[src/rtl/cnn_layer_sequencer.sv]
// Phase sequencer: launches the L0 conv engine, then runs 2x2 max-pool (L1) and flatten (L2).
// Flatten phase is built only when CNN_SEQ_FLATTEN_EN is defined; IMG_W must be a power of two.
module cnn_layer_sequencer #(
  parameter int IMG_W = 64,
  parameter int DW    = 20,
  parameter int AW    = 12
) (
  input  logic          clk,
  input  logic          reset,
  input  logic          ready,
  output logic          busy,
  output logic          conv_start,
  input  logic          conv_done,
  input  logic [2:0]    conv_csel,
  input  logic          conv_crd,
  input  logic          conv_cwr,
  input  logic [AW-1:0] conv_caddr_rd,
  input  logic [AW-1:0] conv_caddr_wr,
  input  logic [DW-1:0] conv_cdata_wr,
  output logic [2:0]    csel,
  output logic          crd,
  output logic          cwr,
  output logic [AW-1:0] caddr_rd,
  output logic [AW-1:0] caddr_wr,
  output logic [DW-1:0] cdata_wr,
  input  logic [DW-1:0] cdata_rd
);

  localparam int HW = IMG_W / 2;
  localparam int CW = $clog2(HW);

  localparam logic [2:0] SEL_NONE = 3'b000;
  localparam logic [2:0] SEL_L0K0 = 3'b001;
  localparam logic [2:0] SEL_L0K1 = 3'b010;
  localparam logic [2:0] SEL_L1K0 = 3'b011;
  localparam logic [2:0] SEL_L1K1 = 3'b100;
`ifdef CNN_SEQ_FLATTEN_EN
  localparam logic [2:0] SEL_L2   = 3'b101;
`endif

  typedef enum logic [2:0] {
    IDLE    = 3'd0,
    CONV    = 3'd1,
    POOL_RD = 3'd2,
    POOL_WR = 3'd3,
`ifdef CNN_SEQ_FLATTEN_EN
    FLAT_RD = 3'd4,
    FLAT_WR = 3'd5,
`endif
    DONE    = 3'd6
  } state_t;

  state_t          state_q, state_d;
  logic            conv_start_q, conv_start_d;
  logic            busy_q, busy_d;
  logic            k_q, k_d;
  logic [CW-1:0]   r_q, r_d;
  logic [CW-1:0]   c_q, c_d;
  logic [1:0]      j_q, j_d;
  logic [DW-1:0]   max_q, max_d;

  logic            last_c_s;
  logic            last_r_s;
  logic [DW-1:0]   pool_max_s;

  assign last_c_s   = (c_q == CW'(HW - 1));
  assign last_r_s   = (r_q == CW'(HW - 1));
  assign pool_max_s = (cdata_rd > max_q) ? cdata_rd : max_q;

  assign busy       = busy_q;
  assign conv_start = conv_start_q;

  // State, index counters and running max.
  always_ff @(posedge clk or negedge reset) begin
    if (!reset) begin
      state_q      <= IDLE;
      conv_start_q <= 1'b0;
      busy_q       <= 1'b0;
      k_q          <= 1'b0;
      r_q          <= '0;
      c_q          <= '0;
      j_q          <= 2'd0;
      max_q        <= '0;
    end else begin
      state_q      <= state_d;
      conv_start_q <= conv_start_d;
      busy_q       <= busy_d;
      k_q          <= k_d;
      r_q          <= r_d;
      c_q          <= c_d;
      j_q          <= j_d;
      max_q        <= max_d;
    end
  end

  // Next-state, counter advance and running-max update.
  always_comb begin
    state_d = state_q;
    k_d     = k_q;
    r_d     = r_q;
    c_d     = c_q;
    j_d     = j_q;
    max_d   = max_q;
    case (state_q)
      IDLE: begin
        if (ready) state_d = CONV;
        else       state_d = IDLE;
      end
      CONV: begin
        if (conv_done) begin
          state_d = POOL_RD;
          k_d     = 1'b0;
          r_d     = '0;
          c_d     = '0;
          j_d     = 2'd0;
        end else begin
          state_d = CONV;
        end
      end
      POOL_RD: begin
        j_d = j_q + 2'd1;
        // Datum 0 arrives while j=1 is being issued; it seeds the max.
        if (j_q == 2'd1)      max_d = cdata_rd;
        else if (j_q != 2'd0) max_d = pool_max_s;
        else                  max_d = max_q;
        if (j_q == 2'd3) state_d = POOL_WR;
        else             state_d = POOL_RD;
      end
      POOL_WR: begin
        state_d = POOL_RD;
        j_d     = 2'd0;
        if (last_c_s) begin
          c_d = '0;
          if (last_r_s) begin
            r_d = '0;
            if (k_q) begin
              k_d = 1'b0;
`ifdef CNN_SEQ_FLATTEN_EN
              state_d = FLAT_RD;
`else
              state_d = DONE;
`endif
            end else begin
              k_d = 1'b1;
            end
          end else begin
            r_d = r_q + CW'(1);
          end
        end else begin
          c_d = c_q + CW'(1);
        end
      end
`ifdef CNN_SEQ_FLATTEN_EN
      FLAT_RD: begin
        state_d = FLAT_WR;
      end
      FLAT_WR: begin
        state_d = FLAT_RD;
        if (!k_q) begin
          k_d = 1'b1;
        end else begin
          k_d = 1'b0;
          if (last_c_s && last_r_s) begin
            state_d = DONE;
            r_d     = '0;
            c_d     = '0;
          end else if (last_c_s) begin
            c_d = '0;
            r_d = r_q + CW'(1);
          end else begin
            c_d = c_q + CW'(1);
          end
        end
      end
`endif
      DONE: begin
        state_d = IDLE;
      end
      default: begin
        state_d = IDLE;
      end
    endcase
    conv_start_d = (state_q == IDLE) && ready;
    busy_d       = (state_d != IDLE) && (state_d != DONE);
  end

  // Memory port: conv pass-through in CONV, sequencer traffic otherwise.
  always_comb begin
    csel     = SEL_NONE;
    crd      = 1'b0;
    cwr      = 1'b0;
    caddr_rd = '0;
    caddr_wr = '0;
    cdata_wr = '0;
    case (state_q)
      CONV: begin
        csel     = conv_csel;
        crd      = conv_crd;
        cwr      = conv_cwr;
        caddr_rd = conv_caddr_rd;
        caddr_wr = conv_caddr_wr;
        cdata_wr = conv_cdata_wr;
      end
      POOL_RD: begin
        crd      = 1'b1;
        csel     = k_q ? SEL_L0K1 : SEL_L0K0;
        // {r, j[1], c, j[0]} = (2r + j[1]) * IMG_W + 2c + j[0]
        caddr_rd = AW'({r_q, j_q[1], c_q, j_q[0]});
      end
      POOL_WR: begin
        cwr      = 1'b1;
        csel     = k_q ? SEL_L1K1 : SEL_L1K0;
        caddr_wr = AW'({r_q, c_q});
        cdata_wr = pool_max_s;
      end
`ifdef CNN_SEQ_FLATTEN_EN
      FLAT_RD: begin
        crd      = 1'b1;
        csel     = k_q ? SEL_L1K1 : SEL_L1K0;
        caddr_rd = AW'({r_q, c_q});
      end
      FLAT_WR: begin
        cwr      = 1'b1;
        csel     = SEL_L2;
        caddr_wr = AW'({r_q, c_q, k_q});
        cdata_wr = cdata_rd;
      end
`endif
      default: begin
        csel = SEL_NONE;
      end
    endcase
  end

endmodule

[config.mk]
export PLATFORM = sky130hd
export DESIGN_NAME = cnn_layer_sequencer
export DESIGN_NICKNAME = d
export VERILOG_FILES = /design/src/rtl/cnn_layer_sequencer.sv
export SDC_FILE = /design/constraint.sdc
export NUM_CORES = 1
export LEC_CHECK = 0
export ABC_CLOCK_PERIOD_IN_PS = 2800
export CAP_MARGIN = 40
export CORE_ASPECT_RATIO = 1.2
export CORE_MARGIN = 5
export CORE_UTILIZATION = 41
export CTS_BUF_LIST = sky130_fd_sc_hd__clkbuf_4 sky130_fd_sc_hd__clkbuf_8
export DETAILED_ROUTE_END_ITERATION = 10
export GPL_TIMING_DRIVEN = 0
export PLACE_DENSITY_LB_ADDON = 0.3
export SETUP_SLACK_MARGIN = 0.15
export SYNTH_ARGS = -nofsm -noshare
export SYNTH_HDL_FRONTEND = slang
export SYNTH_SLANG_ARGS = --single-unit
[constraint.sdc]
create_clock -name clk -period 2.8 [get_ports clk]
set_input_delay 0.28 -clock clk [delete_from_list [all_inputs] [get_ports clk]]
set_output_delay 0.28 -clock clk [all_outputs]
set_load 0.03 [all_outputs]
======== After elaboration in Yosys (flattened, before gate mapping) ========
Index checks and enable logic that the tools add are counted.
storage, ports and cells
  register bits ........................... 38
  bits in latches ......................... 0
  memory bits (writable) .................. 0
  ROM bits ................................ 0
  input bits .............................. 73
  output and inout bits ................... 51
  logic and storage cells ................. 67
  memories kept ........................... 0
operators by class
  add/sub/neg operators ................... 3
  multipliers ............................. 0
  divide/modulo/power cells ............... 0
  magnitude comparators ................... 1
  equal/unequal tests ..................... 11
  shift operators ......................... 0
  multiplexer cells ....................... 31
  bitwise operators ....................... 0
  reductions and logical operators ........ 13
operators with widths
  operator                                       number
  two-way mux 20 bit                             3
  case mux 12 bit (2 select lines)               2
  case mux 20 bit (2 select lines)               1
  greater-than comparator 20 bit                 1
  two-way mux 5 bit                              4
  case mux 5 bit (2 select lines)                2
  two-way mux 3 bit                              4
  case mux 3 bit (4 select lines)                1
  adder 5 x 1 -> 5 bit, second input constant    2
  == test 5 bit, second input constant           2
  case mux 3 bit (3 select lines)                1
  == test 3 x 2 -> 1 bit, second input constant  2
  two-way mux 1 bit                              6
  two-way mux 2 bit                              3
  != test 2 bit, second input constant           3
  case mux 1 bit (2 select lines)                3
  case mux 2 bit (3 select lines)                1
  AND reduction 2 bit                            3
  nonzero test 2 bit                             3
  nonzero test 3 bit                             2
  AND reduction 4 bit                            1
  == test 3 x 1 -> 1 bit, second input constant  1
  logical NOT 3 bit                              1
  != test 3 bit, second input constant           1
  other kinds (5)                                6

======== Depth between registers and ports, before layout ========
Gate-level depths: netlist (run 1).
  word-level depth ........................ 6
  gate-level depth with buffers ........... 10
  mapped depth without buffers ............ 8

======== Worst setup path after synthesis (run 1) ========
No wires, ideal clock.
  kind .................................... reg2out
  start ................................... register max_q[19]
  end ..................................... output port cdata_wr[11]
  data arrival time ....................... 2466 ps
  required time ........................... 2520 ps
  setup slack ............................. 54 ps
  stages on the path, launching flop included .. 11
  path buffers ............................ 2
  cell sequence ........................... dfrtp_1 > inv_1 > ha_1 > nand4_1 > or3_4 > a2111o_1 > o211ai_2 > buf_2 > buf_2 > nand4_1 > nand3_1
between the ends
  word-level cells in the longest chain between the ends .. 3
RTL lines
  element                           RTL line  source
  start, declared                   60        logic [DW-1:0] max_q, max_d;
  start signal, assigned            92        max_q <= max_d;
  greater-than comparator 20 bit    68        assign pool_max_s = (cdata_rd > max_q) ? cdata_rd : max_q;
  two-way mux 20 bit                68
  case mux 20 bit (2 select lines)  195       case (state_q)
  end, declared                     25        output logic [DW-1:0] cdata_wr,
No other way between the ends.

======== Worst setup path after layout (run 1) ========
  start ................................... register max_q[19]
  end ..................................... output port cdata_wr[10]
The elaborated chain is that of the path after synthesis.

==> out/qor_table.md, run 1 <==
| Result | Reported | Unit |
|---|---|---|
| Cell taking the most area after synthesis | dfrtp_1 | - |
| 1st-iter DRT viols | 238 | - |
| Final Max Slew Viols | 0 | - |
| Worst-skew pair later-pin latency | 0.30 | ns |
| Post-route cell area | 0.00491 | mm^2 |
| Cell leakage power | 0.00236 | uW |
| Async set or reset register ratio after synthesis | 1.00 | - |
| Number of buffers created by CTS | 5 | - |
| Diode insertion count for antenna repair | 0 | - |
| First-pass detailed-route iteration total | 4 | - |
| Number of nets produced by synthesis | 452 | - |
| Family with the most delay on the worst path | simple AND/OR/NAND/NOR gates | - |
| Floorplan core area | 0.00732 | mm^2 |
| Worst path setup slack after routing | -0.225 | ns |
| Critical path peak fanout | 10 | - |
| Largest net degree at the start of global routing | 31 | - |
| Highest clock frequency the design can meet | 0.331 | GHz |
| Area after DPL | 0.00457 | mm^2 |
| Main flop type after synthesis | dfrtp_1 | - |
| Number of fill cells | 605 | - |
| Worst clock skew | 0.0120 | ns |
| DRC | 0 | - |
| Cell at the root of the clock tree | clkbuf_8 | - |
| Pwr Density | 910 | mW/mm^2 |
| Total global routing overflow | 0 | - |
| Minimum clock period | 3.03 | ns |
| Crit Reg-Reg Endpoint | max_q[14] | - |
| Sequential-to-total area share from yosys stat | 0.308 | - |
| Buffers from clock root to sink, at most | 2 | - |
| Number of top-level design ports | 124 | - |
| TritonCTS sink count | 38 | - |
| Yosys Warn Count | 0 | - |
| Number of cells produced by synthesis | 352 | - |
| Cell row count | 34 | - |
| Most numerous cell in the Yosys netlist | dfrtp_1 | - |
| Wirelength per Cell | 19.2 | um |
| Worst-margin pin slew | 0.607 | ns |
| Final cycle utilization of the critical path | 1.08 | - |
| Worst EP arrival | 2.75 | ns |
| Number of violations of the max-capacitance limit | 0 | - |
| Detailed placer's ending HPWL | 7970 | um |
| Class of the tightest hold or removal check | in2async | - |
| Routed vias/inst | 5.94 | - |
| Failing checks | negative setup slack | - |
| Outcome | complete, but fails checks | - |
| Die area | 0.00937 | mm^2 |
| Register-to-Register Path Depth | 8 | - |
| Initial antenna violation count | 0 | - |
| Post-synthesis register bit count | 38 | - |
| Overall track demand over capacity in global routing | 0.232 | - |
| Total wirelength of the detailed-routed design | 11300 | um |
| Port Buf Inserts | 123 | - |
| Startpoint class of the critical path | register | - |
| Wire length of the first global-routing pass | 17300 | um |
| Final weighted congestion of routability-driven global placement | 0.850 | - |
| Vertical die dimension | 105 | um |
| Average cell area after synthesis | 8.77 | um^2 |
| Share of Yosys cell area claimed by the top area cell type | 0.308 | - |
| DR vias | 3486 | - |
| Number of nets still failing antenna checks after routing | 0 | - |
| CTS H-tree lvls | 2 | - |
| Final-stage net count | 597 | - |
| Largest vdd supply drop | 0.513 | mV |
| Area of combinational cells with multiple inputs | 0.00214 | mm^2 |
| Via count of the first global-routing pass | 3624 | - |
| Reg-to-reg slack, setup | 0.17 | ns |
| Unrepaired setup endpoints after global routing | yes | - |
| Effective utilization at floorplan | 0.422 | - |
| Layout area overhead | 59.2 | % |
| Number of enable-type register cells in the synthesized netlist | 0 | - |
| Critical path, cell by cell | inv_2, ha_4, nand4_1, or3_4, nor4_2, clkbuf_4, a32oi_1, nand3_4, buf_6 | - |
| Number of buffer and inverter stages on the critical path | 3 | - |
| Area taken by flip-flops and latches | 951 | um^2 |
| DIE WIDTH | 89.2 | um |
| TritonCTS clock tree | yes | - |
| Worst reg2reg startpoint | max_q[19] | - |
| Cells taking the most area after synthesis | dfrtp_1, ha_1, mux2_2, a22o_1, a32oi_1 | - |
| Share of cells above drive strength 1 | 0.276 | - |
| TNS Setup | -3.66 | ns |
| Number of failing hold endpoints at the final stage | 0 | - |
| Slew headroom | 0.596 | - |
| Area of the mapped netlist | 0.00309 | mm^2 |
| Worst path max stage delay | 0.44 | ns |
| CP Capture Type | output pin | - |
| Number of distinct standard cells referenced by the synthesized netlist | 42 | - |
| Endpoint required time on the critical path | 2.52 | ns |
| Worst path slowest cell | nor4_2 | - |
| Number of setup violations in the final report | 20 | - |
| Worst setup path category | reg2out | - |
| Clock transition at the register clock pins on the worst setup and hold paths after CTS | 0.08 | ns |
| Cell types with the highest counts after synthesis | dfrtp_1, ha_1, nand3_1 | - |
==> where the power goes <==
part           total (uW)  internal [uW]  switching (uW)  leakage (uW)
clock network         394            191             203     0.0000452
logic                3110           1460            1650       0.00186
registers             971            774             196      0.000463
total                4470           2420            2050       0.00236
==> cells in the final DEF (no fill, tap or decap), types with 12 or more instances in the layout <==
| cell type | instances |
|---|---|
| a21oi_1 | 12 |
| clkdlybuf4s50_1 | 71 |
| mux2_2 | 21 |
| a22o_1 | 23 |
| ha_1 | 23 |
| clkbuf_2 | 19 |
| inv_1 | 24 |
| nand3_2 | 18 |
| dfrtp_1 | 38 |
| nand4_1 | 24 |
| buf_6 | 22 |
| a32oi_1 | 20 |
| or3_1 | 15 |
| dlygate4sd2_1 | 17 |
| nand2_1 | 24 |
==> cells by family after synthesis <==
group,share of synthesized area
AND/OR/NAND/NOR,0.236
multiplexers,0.0766
AO/OA/AOI/OAI,0.196
XOR/XNOR,0.00284
adder cells (fa/ha/maj),0.109
buffers and inverters,0.0705
flip-flops,0.308
==> stage by stage <==
| stage | instances | hold WS (ns) | worst slack, ns | utilization | power (uW) |
|---|---|---|---|---|---|
| 3_5_place_dp | 567 | 0.158 | -1.12 | 0.625 | 3630 |
| 3_3_place_gp | 565 | 0.511 | -1.11 | 0.622 | 3560 |
| 4_1_cts | 580 | 0.369 | -0.126 | 0.663 | 4270 |
| 2_1_floorplan | 352 | -0.0156 | 0.145 | - | 2660 |
| 6_report | 587 | 0.366 | -0.225 | 0.672 | 4470 |
| 5_1_grt | 587 | 0.384 | -0.312 | 0.672 | 4750 |
==> cell type report <==
| cell class | count | share of cell area |
|---|---|---|
| buffer | 28 | 0.0428 |
| clock buffer | 7 | 0.0171 |
| inverter | 25 | 0.0191 |
| multi-input combinational | 261 | 0.435 |
| sequential | 38 | 0.194 |
| tap | 90 | 0.0229 |
| timing repair buffer | 138 | 0.270 |
==> flip-flops by register name, summed over array words and instances (netlist names) <==
register	flops
busy	1
c_q	5
conv_start	1
j_q	2
k_q	1
max_q	20
r_q	5
state_q	3
==> per-layer routing <==
| layer | global-route usage | share of wire | up-vias |
|---|---|---|---|
| li1 | - | - | 1614 |
| met1 | 0.282 | 0.37 | 1673 |
| met2 | 0.395 | 0.51 | 170 |
| met3 | 0.0567 | 0.10 | 29 |
| met4 | 0.0702 | 0.025 | 0 |
| met5 | 0 | 0 | - |
==> worst max-delay path by stage <==
stage / start / to / cells after the start
6_report: max_q[19] / cdata_wr[10] / 9
5_1_grt: max_q[19] / cdata_wr[10] / 9
4_1_cts: max_q[19] / cdata_wr[11] / 11
3_5_place_dp: cdata_rd[19] / cdata_wr[11] / 11
3_3_place_gp: cdata_rd[19] / cdata_wr[11] / 11
2_1_floorplan: max_q[19] / cdata_wr[11] / 10
==> repair_timing <==
action | in CTS | in global routing
endpoints found under the hold margin | 8 | 0
cloned | 1 | 1
gates resized for setup | 217 | 35
endpoints found under the setup margin | 66 | 55
pin swaps | 20 | 6
hold buffers | 1 | 0
buffers inserted | 4 | 6
(Power assumes the default switching activity.)
==> inputs of run 2 (changes only) <==
--- a/config.mk
+++ b/config.mk
@@ -10,7 +10,7 @@
 export CORE_ASPECT_RATIO = 1.2
 export CORE_MARGIN = 5
 export CORE_UTILIZATION = 41
-export CTS_BUF_LIST = sky130_fd_sc_hd__clkbuf_4 sky130_fd_sc_hd__clkbuf_8
+export CTS_BUF_LIST = sky130_fd_sc_hd__clkbuf_8
 export DETAILED_ROUTE_END_ITERATION = 10
 export GPL_TIMING_DRIVEN = 0
 export PLACE_DENSITY_LB_ADDON = 0.3
==> out/qor_table.md, run 2 (synthesis results as in run 1) <==
| Result | Reported | Unit | Delta |
|---|---|---|---|
| Most frequent cells in the layout | clkdlybuf4s50_1, dfrtp_1, inv_1 | - |  |
| Final-stage net count | 592 | - | -0.84% |
| Worst EP arrival | 2.68 | ns | -0.07 ns |
| First-pass detailed-route iteration total | 5 | - | +1 |
| Cell row count | 34 | - | unchanged |
| Source of the critical timing path | cdata_rd[15] | - |  |
| Relative contribution of sequential cells to total power | 0.229 | - | +0.012 |
| DR vias | 3451 | - | -1.0% |
| TritonCTS sink count | 38 | - | unchanged |
| Endpoint of the most critical setup path | cdata_wr[14] | - |  |
| Overall track demand over capacity in global routing | 0.223 | - | -0.00896 |
| Worst-margin pin slew | 0.595 | ns | -0.0113 ns |
| Cell leakage power | 0.00240 | uW | +1.5% |
| Die area | 0.00937 | mm^2 | unchanged |
| Number of setup violations in the final report | 20 | - | unchanged |
| Startpoint class of the critical path | input pin | - |  |
| 1st-iter DRT viols | 174 | - | -27% |
| Slew headroom | 0.603 | - | +0.00754 |
| Worst path setup slack after routing | -0.162 | ns | +0.0631 ns |
| Initial antenna violation count | 0 | - | unchanged |
| Worst reg2reg startpoint | max_q[13] | - |  |
| Diode insertion count for antenna repair | 0 | - | unchanged |
| DRC | 0 | - | unchanged |
| TritonCTS clock tree | yes | - |  |
| Reg-to-reg slack, setup | 0.19 | ns | +0.02 ns |
| Outcome | complete, but fails checks | - |  |
| Number of nets still failing antenna checks after routing | 0 | - | unchanged |
| Final weighted congestion of routability-driven global placement | 0.850 | - | unchanged |
| Total global routing overflow | 0 | - | unchanged |
| Layout area overhead | 56.7 | % |  |
| Share of cells above drive strength 1 | 0.248 | - | -0.0277 |
| DIE WIDTH | 89.2 | um | unchanged |
| Final cycle utilization of the critical path | 1.06 | - | -0.0225 |
| Total wirelength of the detailed-routed design | 10800 | um | -4.7% |
| Worst setup path category | in2out | - |  |
| Cell at the root of the clock tree | clkbuf_8 | - |  |
| CTS H-tree lvls | 2 | - | unchanged |
| Largest net degree at the start of global routing | 31 | - | unchanged |
| Unrepaired setup endpoints after global routing | yes | - |  |
| Floorplan core area | 0.00732 | mm^2 | unchanged |
| Most frequent standard cell in the layout excluding fill and tap cells | clkdlybuf4s50_1 | - |  |
| Effective utilization at floorplan | 0.422 | - | unchanged |
| Crit Reg-Reg Endpoint | max_q[5] | - |  |
| Number of cells after detailed placement | 567 | - | unchanged |
| Minimum clock period | 2.96 | ns | -0.0631 ns |
| Net switching power of the design | 1980 | uW | -3.5% |
| Number of top-level design ports | 124 | - | unchanged |
| Largest register by flop count | max_q | - |  |
| Number of failing hold endpoints at the final stage | 0 | - | unchanged |
| Failing checks | negative setup slack | - |  |
| Post-Layout Cell Count | 582 | - | -0.85% |
| Clock network fraction of total power | 0.087 | - | about the same |
| Largest register FFs | 20 | - | unchanged |
| Endpoint required time on the critical path | 2.52 | ns | about the same |
| Largest registers in the final layout | max_q (20), c_q (5), r_q (5) | - |  |
| Critical path peak fanout | 10 | - | unchanged |
| Final Max Slew Viols | 0 | - | unchanged |
| Port Buf Inserts | 123 | - | unchanged |
| Worst-skew pair later-pin latency | 0.30 | ns | about the same |
| Vertical die dimension | 105 | um | unchanged |
| Combinational power share | 0.684 | - | -0.011 |
| Switch share | 0.467 | - | +0.00799 |
| TNS Setup | -2.57 | ns | +1.09 ns |
| Register-to-Register Path Depth | 11 | - | +3 |
| Highest clock frequency the design can meet | 0.338 | GHz | +2.1% |
| Pwr Density | 877 | mW/mm^2 | -3.7% |
| Routed vias/inst | 5.93 | - | -0.15% |
| Placement-stage worst setup slack | -1.12 | ns | unchanged |
| Via count of the first global-routing pass | 3551 | - | -2.0% |
| Final-layout worst hold slack | 0.362 | ns | -0.00401 ns |
| Cell-internal power | 2260 | uW | -6.6% |
| CP Capture Type | output pin | - |  |
| Buffers from clock root to sink, at most | 2 | - | unchanged |
| Largest vdd supply drop | 0.432 | mV | -16% |
| Wirelength per Cell | 18.5 | um | -3.9% |
| Detailed placer's ending HPWL | 7970 | um | unchanged |
| Wire length of the first global-routing pass | 16700 | um | -3.7% |
| Number of violations of the max-capacitance limit | 0 | - | unchanged |
| Clock transition at the register clock pins on the worst setup and hold paths after CTS | 0.08 | ns | about the same |
| Number of buffers created by CTS | 5 | - | unchanged |
| Class of the tightest hold or removal check | in2async | - |  |
| Worst clock skew | 0.0124 | ns | +0.000360 ns |
[run 2: cell type report]
type / count / area (um^2)
Tap cell: 90 / 113
Sequential cell: 38 / 951
Clock buffer: 5 / 68.8
Buffer: 28 / 205
Multi-Input combinational cell: 261 / 2110
Fill cell: 637 / 2480
Inverter: 25 / 93.8
Clock inverter: 2 / 7.51
Timing Repair Buffer: 133 / 1280
[run 2: worst max-delay path, stage by stage]
cell	delay [ns]
clkdlybuf4s50_1	0.48
ha_4	0.31
nand2_1	0.08
or3_4	0.40
a2111o_1	0.35
o211ai_4	0.12
buf_6	0.16
buf_8	0.13
nand4_1	0.13
nand3_2	0.12
buf_6	0.13
[run 2: worst min path at each step]
stage	start	end	slack, ns	depth (start not counted)
after CTS	reset	max_q[19]	0.37	2
after detailed placement	reset	max_q[19]	0.16	1
final	reset	max_q[19]	0.36	2
after floorplan	reset	busy	-0.02	0
after global placement	max_q[9]	max_q[9]	0.51	1
after global routing	reset	max_q[19]	0.38	2
[run 2: per-layer routing]
layer | part of all wire | track usage | routed length (um) | vias up
met4 | 0.025 | 0.0787 | 270 | 0
met2 | 0.50 | 0.375 | 5420 | 168
met3 | 0.089 | 0.0512 | 963 | 29
li1 | - | - | - | 1615
met1 | 0.38 | 0.273 | 4110 | 1639
met5 | 0 | 0 | 0 | -
[run 2: timing repair]
| action | 4_1_cts | 5_1_grt |
|---|---|---|
| pin swaps | 19 | 3 |
| gates resized for setup | 206 | 31 |
| buffers inserted | 3 | 4 |
| endpoints found under the setup margin | 66 | 57 |
| hold endpoints to repair | 8 | 0 |
| hold buffers | 1 | 0 |
[run 2: metrics by stage]
step	cell area [um^2]	utilization	power, uW
after global placement	4550	0.622	3560
after global routing	4840	0.661	4510
after floorplan	3210	-	2660
final	4840	0.661	4240
after detailed placement	4570	0.625	3630
after CTS	4810	0.658	4180
[run 2: power groups by stage]
stage	clock network [uW]	logic, uW	registers [uW]
after floorplan	0	1740	919
after global placement	0	2600	961
after detailed placement	0	2660	972
after CTS	372	2850	964
after global routing	397	3110	997
final	370	2900	972
